--- src/rtl/mult_pkg.sv ---
// Shared types and constants for the chunked sequential multiplier.
package mult_pkg;
  localparam int CHUNK_W = 4;
  localparam int CORE_OW = 8;

  typedef enum logic [1:0] {IDLE, CALC, DONE} state_t;
endpackage

--- src/rtl/mult_seq_ctrl_if.sv ---
// Operand/result handshakes plus the link to the external 4b x 4b core.
interface mult_seq_ctrl_if #(parameter int OPW = 8);
  import mult_pkg::*;
  localparam int ACCW = 2*OPW;

  logic                in_valid;
  logic                in_ready;
  logic [OPW-1:0]      in_a;
  logic [OPW-1:0]      in_b;
  logic                flush;
  logic [CHUNK_W-1:0]  mul_x;
  logic [CHUNK_W-1:0]  mul_y;
  logic [CORE_OW-1:0]  mul_o;
  logic                out_valid;
  logic                out_ready;
  logic [ACCW-1:0]     out_prod;
  logic                busy;

  // master: producer/consumer side that also hosts the core
  modport master (
    output in_valid, in_a, in_b, flush, out_ready, mul_o,
    input  in_ready, out_valid, out_prod, busy, mul_x, mul_y
  );

  modport slave (
    input  in_valid, in_a, in_b, flush, out_ready, mul_o,
    output in_ready, out_valid, out_prod, busy, mul_x, mul_y
  );
endinterface

--- src/rtl/mult_acc_dp.sv ---
// Chunk select, partial-product shift and accumulate for one job.
module mult_acc_dp
  import mult_pkg::*;
#(
  parameter int OPW = 8,
  parameter int IW  = 1
) (
  input  logic                clk,
  input  logic                rst_n,
  input  logic [OPW-1:0]      a_q,
  input  logic [OPW-1:0]      b_q,
  input  logic [IW-1:0]       i,
  input  logic [IW-1:0]       j,
  input  logic [CORE_OW-1:0]  mul_o,
  input  logic                clr,
  input  logic                en,
  output logic [CHUNK_W-1:0]  mul_x,
  output logic [CHUNK_W-1:0]  mul_y,
  output logic [2*OPW-1:0]    acc
);
  localparam int ACCW = 2*OPW;

  logic [ACCW-1:0] term;

  // core inputs depend only on registers, keeping the core in a single reg-to-reg path
  always_comb begin
    mul_x = '0;
    mul_y = '0;
    if (en) begin
      mul_x = a_q[CHUNK_W*int'(i) +: CHUNK_W];
      mul_y = b_q[CHUNK_W*int'(j) +: CHUNK_W];
    end
    term = ACCW'(mul_o) << (CHUNK_W*(int'(i) + int'(j)));
  end

  always_ff @(posedge clk or negedge rst_n) begin
    if (!rst_n)   acc <= '0;
    else if (clr) acc <= '0;
    else if (en)  acc <= acc + term;
  end
endmodule

--- src/rtl/mult_seq_ctrl.sv ---
// Sequencer: walks all chunk pairs through the shared 4b core and returns a*b.
module mult_seq_ctrl
  import mult_pkg::*;
#(
  parameter int OPW = 8
) (
  input  logic         clk,
  input  logic         rst_n,
  mult_seq_ctrl_if.slave bus
);
  localparam int NCHUNK = OPW / CHUNK_W;
  localparam int ACCW   = 2*OPW;
  localparam int IW     = (NCHUNK > 1) ? $clog2(NCHUNK) : 1;
  localparam logic [IW-1:0] LAST = IW'(NCHUNK-1);

  state_t          state, state_nx;
  logic [OPW-1:0]  a_q, b_q;
  logic [IW-1:0]   i, j;
  logic            calc, accept, last;
  logic [ACCW-1:0] acc;

  always_comb begin
    calc     = (state == CALC);
    accept   = (state == IDLE) && bus.in_valid && !bus.flush;
    last     = calc && (i == LAST) && (j == LAST);
    state_nx = state;
    case (state)
      IDLE:    if (accept)        state_nx = CALC;
      CALC:    if (last)          state_nx = DONE;
      DONE:    if (bus.out_ready) state_nx = IDLE;
      default:                    state_nx = IDLE;
    endcase
    if (bus.flush) state_nx = IDLE;
  end

  always_ff @(posedge clk or negedge rst_n) begin
    if (!rst_n) state <= IDLE;
    else        state <= state_nx;
  end

  // j is the inner index; i advances when j wraps
  always_ff @(posedge clk or negedge rst_n) begin
    if (!rst_n) begin
      a_q <= '0;
      b_q <= '0;
      i   <= '0;
      j   <= '0;
    end else if (accept) begin
      a_q <= bus.in_a;
      b_q <= bus.in_b;
      i   <= '0;
      j   <= '0;
    end else if (calc && !bus.flush) begin
      if (j == LAST) begin
        j <= '0;
        i <= (i == LAST) ? '0 : i + IW'(1);
      end else begin
        j <= j + IW'(1);
      end
    end
  end

  mult_acc_dp #(.OPW(OPW), .IW(IW)) u_dp (
    .clk   (clk),
    .rst_n (rst_n),
    .a_q   (a_q),
    .b_q   (b_q),
    .i     (i),
    .j     (j),
    .mul_o (bus.mul_o),
    .clr   (accept || bus.flush),
    .en    (calc),
    .mul_x (bus.mul_x),
    .mul_y (bus.mul_y),
    .acc   (acc)
  );

  assign bus.in_ready  = (state == IDLE);
  assign bus.out_valid = (state == DONE);
  assign bus.busy      = (state != IDLE);
  assign bus.out_prod  = acc;
endmodule
--- src/flat_wrapper.sv ---
// flat-port wrapper written by rule: the top's interface ports become plain ports
module mult_seq_ctrl_flat import mult_pkg::*;
#(
  parameter int OPW = 8
)
  (clk, rst_n, bus_in_valid, bus_in_a, bus_in_b, bus_flush, bus_out_ready, bus_mul_o, bus_in_ready, bus_out_valid, bus_out_prod, bus_busy, bus_mul_x, bus_mul_y);
  mult_seq_ctrl_if #(.OPW(OPW)) bus_i ();
  input  logic clk;
  input  logic rst_n;
  input wire logic [$bits(bus_i.in_valid)-1:0] bus_in_valid;
  input wire logic [$bits(bus_i.in_a)-1:0] bus_in_a;
  input wire logic [$bits(bus_i.in_b)-1:0] bus_in_b;
  input wire logic [$bits(bus_i.flush)-1:0] bus_flush;
  input wire logic [$bits(bus_i.out_ready)-1:0] bus_out_ready;
  input wire logic [$bits(bus_i.mul_o)-1:0] bus_mul_o;
  output wire logic [$bits(bus_i.in_ready)-1:0] bus_in_ready;
  output wire logic [$bits(bus_i.out_valid)-1:0] bus_out_valid;
  output wire logic [$bits(bus_i.out_prod)-1:0] bus_out_prod;
  output wire logic [$bits(bus_i.busy)-1:0] bus_busy;
  output wire logic [$bits(bus_i.mul_x)-1:0] bus_mul_x;
  output wire logic [$bits(bus_i.mul_y)-1:0] bus_mul_y;
  assign bus_i.in_valid = bus_in_valid;
  assign bus_i.in_a = bus_in_a;
  assign bus_i.in_b = bus_in_b;
  assign bus_i.flush = bus_flush;
  assign bus_i.out_ready = bus_out_ready;
  assign bus_i.mul_o = bus_mul_o;
  assign bus_in_ready = bus_i.in_ready;
  assign bus_out_valid = bus_i.out_valid;
  assign bus_out_prod = bus_i.out_prod;
  assign bus_busy = bus_i.busy;
  assign bus_mul_x = bus_i.mul_x;
  assign bus_mul_y = bus_i.mul_y;
  mult_seq_ctrl #(.OPW(OPW)) u_core (.clk(clk), .rst_n(rst_n), .bus(bus_i));
endmodule
--- config.mk ---
export PLATFORM = sky130hd
export DESIGN_NAME = mult_seq_ctrl_flat
export DESIGN_NICKNAME = d
export VERILOG_FILES = /design/src/rtl/mult_pkg.sv /design/src/rtl/mult_seq_ctrl_if.sv /design/src/rtl/mult_acc_dp.sv /design/src/rtl/mult_seq_ctrl.sv /design/src/flat_wrapper.sv
export SDC_FILE = /design/constraint.sdc
export NUM_CORES = 1
export LEC_CHECK = 0
export ABC_AREA = 1
export CORE_AREA = 2 2 93 95
export CTS_BUF_LIST = sky130_fd_sc_hd__clkbuf_8
export DETAILED_ROUTE_END_ITERATION = 10
export DIE_AREA = 0 0 95 97
export GPL_ROUTABILITY_DRIVEN = 0
export GPL_TIMING_DRIVEN = 0
export HOLD_SLACK_MARGIN = 0.1
export PLACE_DENSITY_LB_ADDON = 0.3
export RECOVER_POWER = 25
export SYNTH_ARGS = -nofsm -noshare
export SYNTH_HDL_FRONTEND = slang
export SYNTH_HIERARCHICAL = 1
export SYNTH_SLANG_ARGS = --single-unit
export TNS_END_PERCENT = 10
--- constraint.sdc ---
create_clock -name clk -period 3.39 [get_ports clk]
set_input_delay 0.5085 -clock clk [delete_from_list [all_inputs] [get_ports clk]]
set_output_delay 0.5085 -clock clk [all_outputs]
set_load 0.01 [all_outputs]
======== Word level (Yosys, flattened, before mapping) ========
Cells that the tools add are included.
storage, ports and cells
  register bits ........................... 36
  bits in latches ......................... 0
  RAM bits ................................ 0
  ROM bits ................................ 0
  input port bits ......................... 29
  output and inout port bits .............. 27
  word-level logic and storage cells ...... 48
  memories kept ........................... 0
cells by class
  $add $sub $neg .......................... 4
  multipliers ............................. 0
  div/mod/pow operators ................... 0
  $lt $le $gt $ge ......................... 0
  equal/unequal tests ..................... 5
  shift-type cells ........................ 3
  mux-type cells .......................... 16
  bitwise gates (word level) .............. 0
  reductions and logical operators ........ 14
operators with widths
  cell                   number
  $mux W16               2
  $add A16 B16 Y16       1
  $shiftx A8 B4 Y4       2
  $shl A8 B4 Y16         1
  $mux W2                4
  $mux W4                2
  $reduce_bool A2 Y1     4
  $mux W1                7
  $ne A3 B3 Y1 const B   2
  $pmux W2 S3            1
  $logic_and A1 B1 Y1    5
  $ne A3 B2 Y1 const B   1
  $reduce_and A3 Y1      1
  $add A1 B1 Y1 const B  2
  $add A1 B1 Y2          1
  $eq A2 B1 Y1 const B   1
  $eq A2 B2 Y1 const B   1
  $logic_not A2 Y1       1
  $reduce_and A2 Y1      1
  $logic_not A1 Y1       1
  $logic_or A1 B1 Y1     1

======== Logic depth before layout (Yosys ltp) ========
  depth after elaboration ................. 6
  mapped depth ............................ 17
  depth with buffers taken out ............ 16

======== Cells and area by module ========
Netlist, hierarchy kept.
modules (own cells, without submodules)
  module         times used  cells an instance  area each (µm²)
  mult_acc_dp    1           319                1868.0
  mult_seq_ctrl  1           98                 939.7

======== Worst setup path after synthesis ========
Ideal clock, no wire load.
  path kind ............................... reg-to-reg
  from .................................... reg u_core.i
  to ...................................... reg u_core.u_dp.acc[12]
  library setup time ...................... 0.117 ns
  arrival ................................. 2.434 ns
  slack ................................... 0.838 ns
  cell stages (with the launch flop) ...... 16
  path buffers ............................ 1
  clock period less this slack ............ 2.552 ns
  cell sequence ........................... dfrtp_1 > ha_1 > or2_2 > clkbuf_1 > nor2_1 > ha_1 > inv_1 > fa_1 > inv_1 > nand3_1 > nand3_1 > nand3_1 > nand3_1 > nand2_1 > nand3_1 > nand2_1
between the ends
  word-level cells in the longest chain between the ends .. 5
ends and longest elaborated chain
  item                    line                 text
  from (decl)             mult_seq_ctrl.sv:18  logic [IW-1:0] i, j;
  from (signal assigned)  mult_seq_ctrl.sv:56  i <= (i == LAST) ? '0 : i + IW'(1);
  $add A1 B1 Y2           mult_acc_dp.sv:33    term = ACCW'(mul_o) << (CHUNK_W*(int'(i) + int'(j)));
  $shl A8 B4 Y16          mult_acc_dp.sv:33
  $add A16 B16 Y16        mult_acc_dp.sv:39    else if (en) acc <= acc + term;
  $mux W16                mult_acc_dp.sv:39
  $mux W16                mult_acc_dp.sv:38    else if (clr) acc <= '0;
  to (signal assigned)    mult_acc_dp.sv:39
  to (decl)               mult_acc_dp.sv:19    output logic [2*OPW-1:0] acc
Every way passes these cells. The select of a mux whose other input is x is not followed.
A chain may end at the register's enable or synchronous reset.

======== Worst setup path in the final report ========
Ends and elaborated chain as after synthesis.

==> qor.csv <==
stage,metric,value,unit
floorplanning,die_y,97,µm
global_route,grt_pass1_wl,11.80,mm
logic_synthesis,synth_cell_types,34,
finish,final_cell_mix,"133 x nand2_1, 74 x inv_1, 54 x clkdlybuf4s50_1",
finish,syn_to_final_growth,27.18,%
detailed_routing,drt_first_iter_violations,93,
critical_path,path_buf_inv,3,
critical_path,critPathArrivalTime,3.07,ns
critical_path,slowest_delay,0.47,ns
global_route,grtUsageTotal,0.1617,
cts,ctsResizeCount,0,
timing,slew-limit-headroom,-0.2958,
critical_path,critPathKind,reg -> reg,
timing,worst_slack,0.5195,ns
timing,finalClockSkew,0.006732,ns
logic_synthesis,synth_nets,463,
placed_design,dp_slack,0.5377,ns
placed_design,numPortBuffers,55,
cts,clockBufferDepth,2,
cts,cts_buffers,5,
cts,insertion_delay,0.30,ns
detailed_routing,via_per_inst,4.533,
floorplanning,core,0.008134,mm²
detailed_routing,wl,6.773,mm
global_route,grt_pass1_vias,2699,
critical_path,r2r_slack,0.52,ns
global_route,grt_max_degree,37,
power_and_ir_drop,swShare,0.4444,
finish,layout_commonest_cell,nand2_1,
critical_path,cp.required,3.59,ns
detailed_routing,drc,0,
detailed_routing,ant_nets,0,
cts,cts_num_sinks,36,
finish,fin_nets,525,
status,status,"finished, violations left",
timing,tns,0,ns
power_and_ir_drop,power.density,528.3,mW/mm²
timing,hold_viol,0,
cts,ctsHtreeMaxLevel,2,
critical_path,startpoint_type,register,
power_and_ir_drop,intPower,1048,µW
cts,cts_tree,yes,
logic_synthesis,yosysWarnings,6,
power_and_ir_drop,peakVddDrop,0.2723,mV
timing,fmax,0.3484,GHz
logic_synthesis,syn_inst,417,
timing,fin_crit,2.870,ns
power_and_ir_drop,p_seq_frac,0.303,
power_and_ir_drop,power_frac_comb,0.524,
logic_synthesis,ys_seq_area_frac,0.3209,
placed_design,hpwl,5.278,mm
floorplanning,die_w,95,µm
logic_synthesis,netlist_area,0.002808,mm²
logic_synthesis,synth_top_area_frac,0.3209,
power_and_ir_drop,clkPwrFrac,0.173,
floorplanning,ioPinCount,56,
detailed_routing,vias,2652,
logic_synthesis,synth_seq_cells,36,
cts,cts.clk_slew.worst_paths,0.09,ns
cts,cts_setup_buffers,0,
critical_path,slowest_stage,dfrtp_1,
finish,drive_gt1_frac,0.1167,
global_route,grt.overflow.total,0,
critical_path,critical-path-top-delay-family,simple AND/OR/NAND/NOR gates,
timing,slew_viol_final,37,
floorplanning,rows,33,
logic_synthesis,yosys.area.top_type,dfrtp_1,
logic_synthesis,syn_avg_cell_area,6.733,µm²
critical_path,crit_path_end_kind,register,
status,violations,"max-capacitance violations, max-slew violations",
flow_run,maxCapViolations,1,
timing,worst_pin_slew,1.944,ns
power_and_ir_drop,switching_power,838.3,µW
detailed_routing,drtPass1Iterations,4,
timing,finalCritPeriodShare,0.8467,
cts,postCtsHoldBufs,0,
timing,rsz0062_at_grt,false,
floorplanning,die_area,0.009215,mm²
logic_synthesis,synthTopCellsByArea,"dfrtp_1 32%, nand2_1 18%, inv_1 9.9%",
critical_path,path_cells,ha_1 > or2_2 > clkbuf_1 > nor2_1 > ha_1 > inv_1 > fa_1 > inv_1 > nand3_1 > nand3_1 > nand3_1 > nand3_1 > nand2_1 > nand3_1 > nand2_1,
cts,cts-root-buf,clkbuf_8,
power_and_ir_drop,p_leak,0.001950,µW
floorplanning,start_util,0.3452,
critical_path,cp_max_fo,8,
global_route,antenna_found_initial,0,
timing,setup_viol,0,
critical_path,path_common_cell,nand3_1,
finish,antenna_cells,0,
worst_hold_path,hold_class,reg -> reg,
detailed_routing,wl_per_cell,11.58,µm
==> layer usage <==
layer,track usage,vias to the layer above,share of wire
li1,-,1404,-
met1,0.1931,1171,0.44
met2,0.2810,66,0.49
met3,0.03427,11,0.054
met4,0.05909,0,0.018
met5,0,-,0
==> registers in the layout, summed over array words and instances (netlist names) <==
name and cells:
u_core/state 2, u_core/u_dp/acc 16, u_core/b_q 8, u_core/i 1, u_core/j 1, u_core/a_q 8
==> worst paths after layout <==
| path | start | end | cells past startpoint |
|---|---|---|---|
| min reg2reg | u_core/b_q[0] | u_core/b_q[0] | 2 |
| min | u_core/b_q[0] | u_core/b_q[0] | 2 |
| min in group asynchronous | rst_n | u_core/u_dp/acc[7] | 1 |
| max | u_core/i | u_core/u_dp/acc[12] | 15 |
| max reg2reg | u_core/i | u_core/u_dp/acc[12] | 15 |
| max in group asynchronous | rst_n | u_core/b_q[2] | 1 |
==> worst register-to-register path, stage by stage (launching register included) <==
cell and delay [ns]:
dfrtp_1 0.47, ha_1 0.38, or2_2 0.30, clkbuf_1 0.18
nor2_1 0.12, ha_1 0.17, inv_1 0.05, fa_1 0.40
inv_1 0.09, nand3_1 0.07, nand3_1 0.17, nand3_1 0.12
nand3_1 0.09, nand2_1 0.05, nand3_1 0.06, nand2_1 0.05
==> cell type report <==
| cell class | instances | area (µm²) |
|---|---|---|
| Multi-Input combinational cell | 294 | 1549 |
| Tap cell | 105 | 131.4 |
| Fill cell | 807 | 4563 |
| Sequential cell | 36 | 900.9 |
| Buffer | 9 | 65.06 |
| Inverter | 78 | 292.8 |
| Clock inverter | 3 | 18.77 |
| Clock buffer | 5 | 68.82 |
| Timing Repair Buffer | 55 | 544.3 |
==> kinds of logic (layout without fill, tap and decap cells) <==
family                     Yosys count  after routing  share of synthesized area
adders and majority gates           17             17                    0.07843
xor gates and xnor gates             2              2                   0.006240
AOI/OAI and AO/OA                   53             53                     0.1239
DFF                                 36             36                     0.3209
and+or+nand+nor                    222            222                     0.3431
buffers and inverters               87            150                     0.1274
==> power groups by stage <==
stage | sequential, µW | clock [µW] | combinational, µW
global placement | 580 | 0 | 971
detailed placement | 582 | 0 | 987
finish | 572 | 326 | 989
CTS | 573 | 336 | 992
global route | 585 | 351 | 1130
floorplan | 574 | 0 | 691
==> synthesized netlist by cell type <==
| cell | n |
|---|---|
| ha_1 | 16 |
| nand3_2 | 2 |
| o21ai_0 | 20 |
| nor2_4 | 2 |
| nor2_2 | 1 |
| a21oi_4 | 1 |
| clkbuf_1 | 1 |
| a22o_1 | 1 |
| inv_1 | 74 |
| o21ai_1 | 4 |
| xor2_1 | 1 |
| buf_6 | 3 |
| o21ai_2 | 16 |
| nand3_4 | 1 |
| xnor2_1 | 1 |
| buf_4 | 1 |
| o211ai_1 | 1 |
| nand3b_1 | 3 |
| or2_1 | 1 |
| and2_1 | 1 |
| a21oi_1 | 8 |
| dfrtp_1 | 36 |
| nor2_1 | 44 |
| nor3_2 | 3 |
| o22ai_1 | 1 |
| a21oi_2 | 1 |
| nand3_1 | 21 |
| fa_1 | 1 |
| nand2_2 | 8 |
| buf_2 | 4 |
| or2_2 | 1 |
| nand2_1 | 133 |
| nand4_1 | 1 |
| inv_2 | 4 |
==> metrics by stage <==
stage,cells,power (µW),util,area (µm²),hold slack (ns)
2_1_floorplan,417,1265,-,2808,0.2129
3_3_place_gp,577,1552,0.4290,3490,0.4597
3_5_place_dp,577,1570,0.4284,3485,0.4654
4_1_cts,585,1901,0.4392,3572,0.3307
5_1_grt,585,2067,0.4390,3571,0.5168
6_report,585,1887,0.4390,3571,0.4836
No activity file was read; power rests on OpenSTA's default activity.
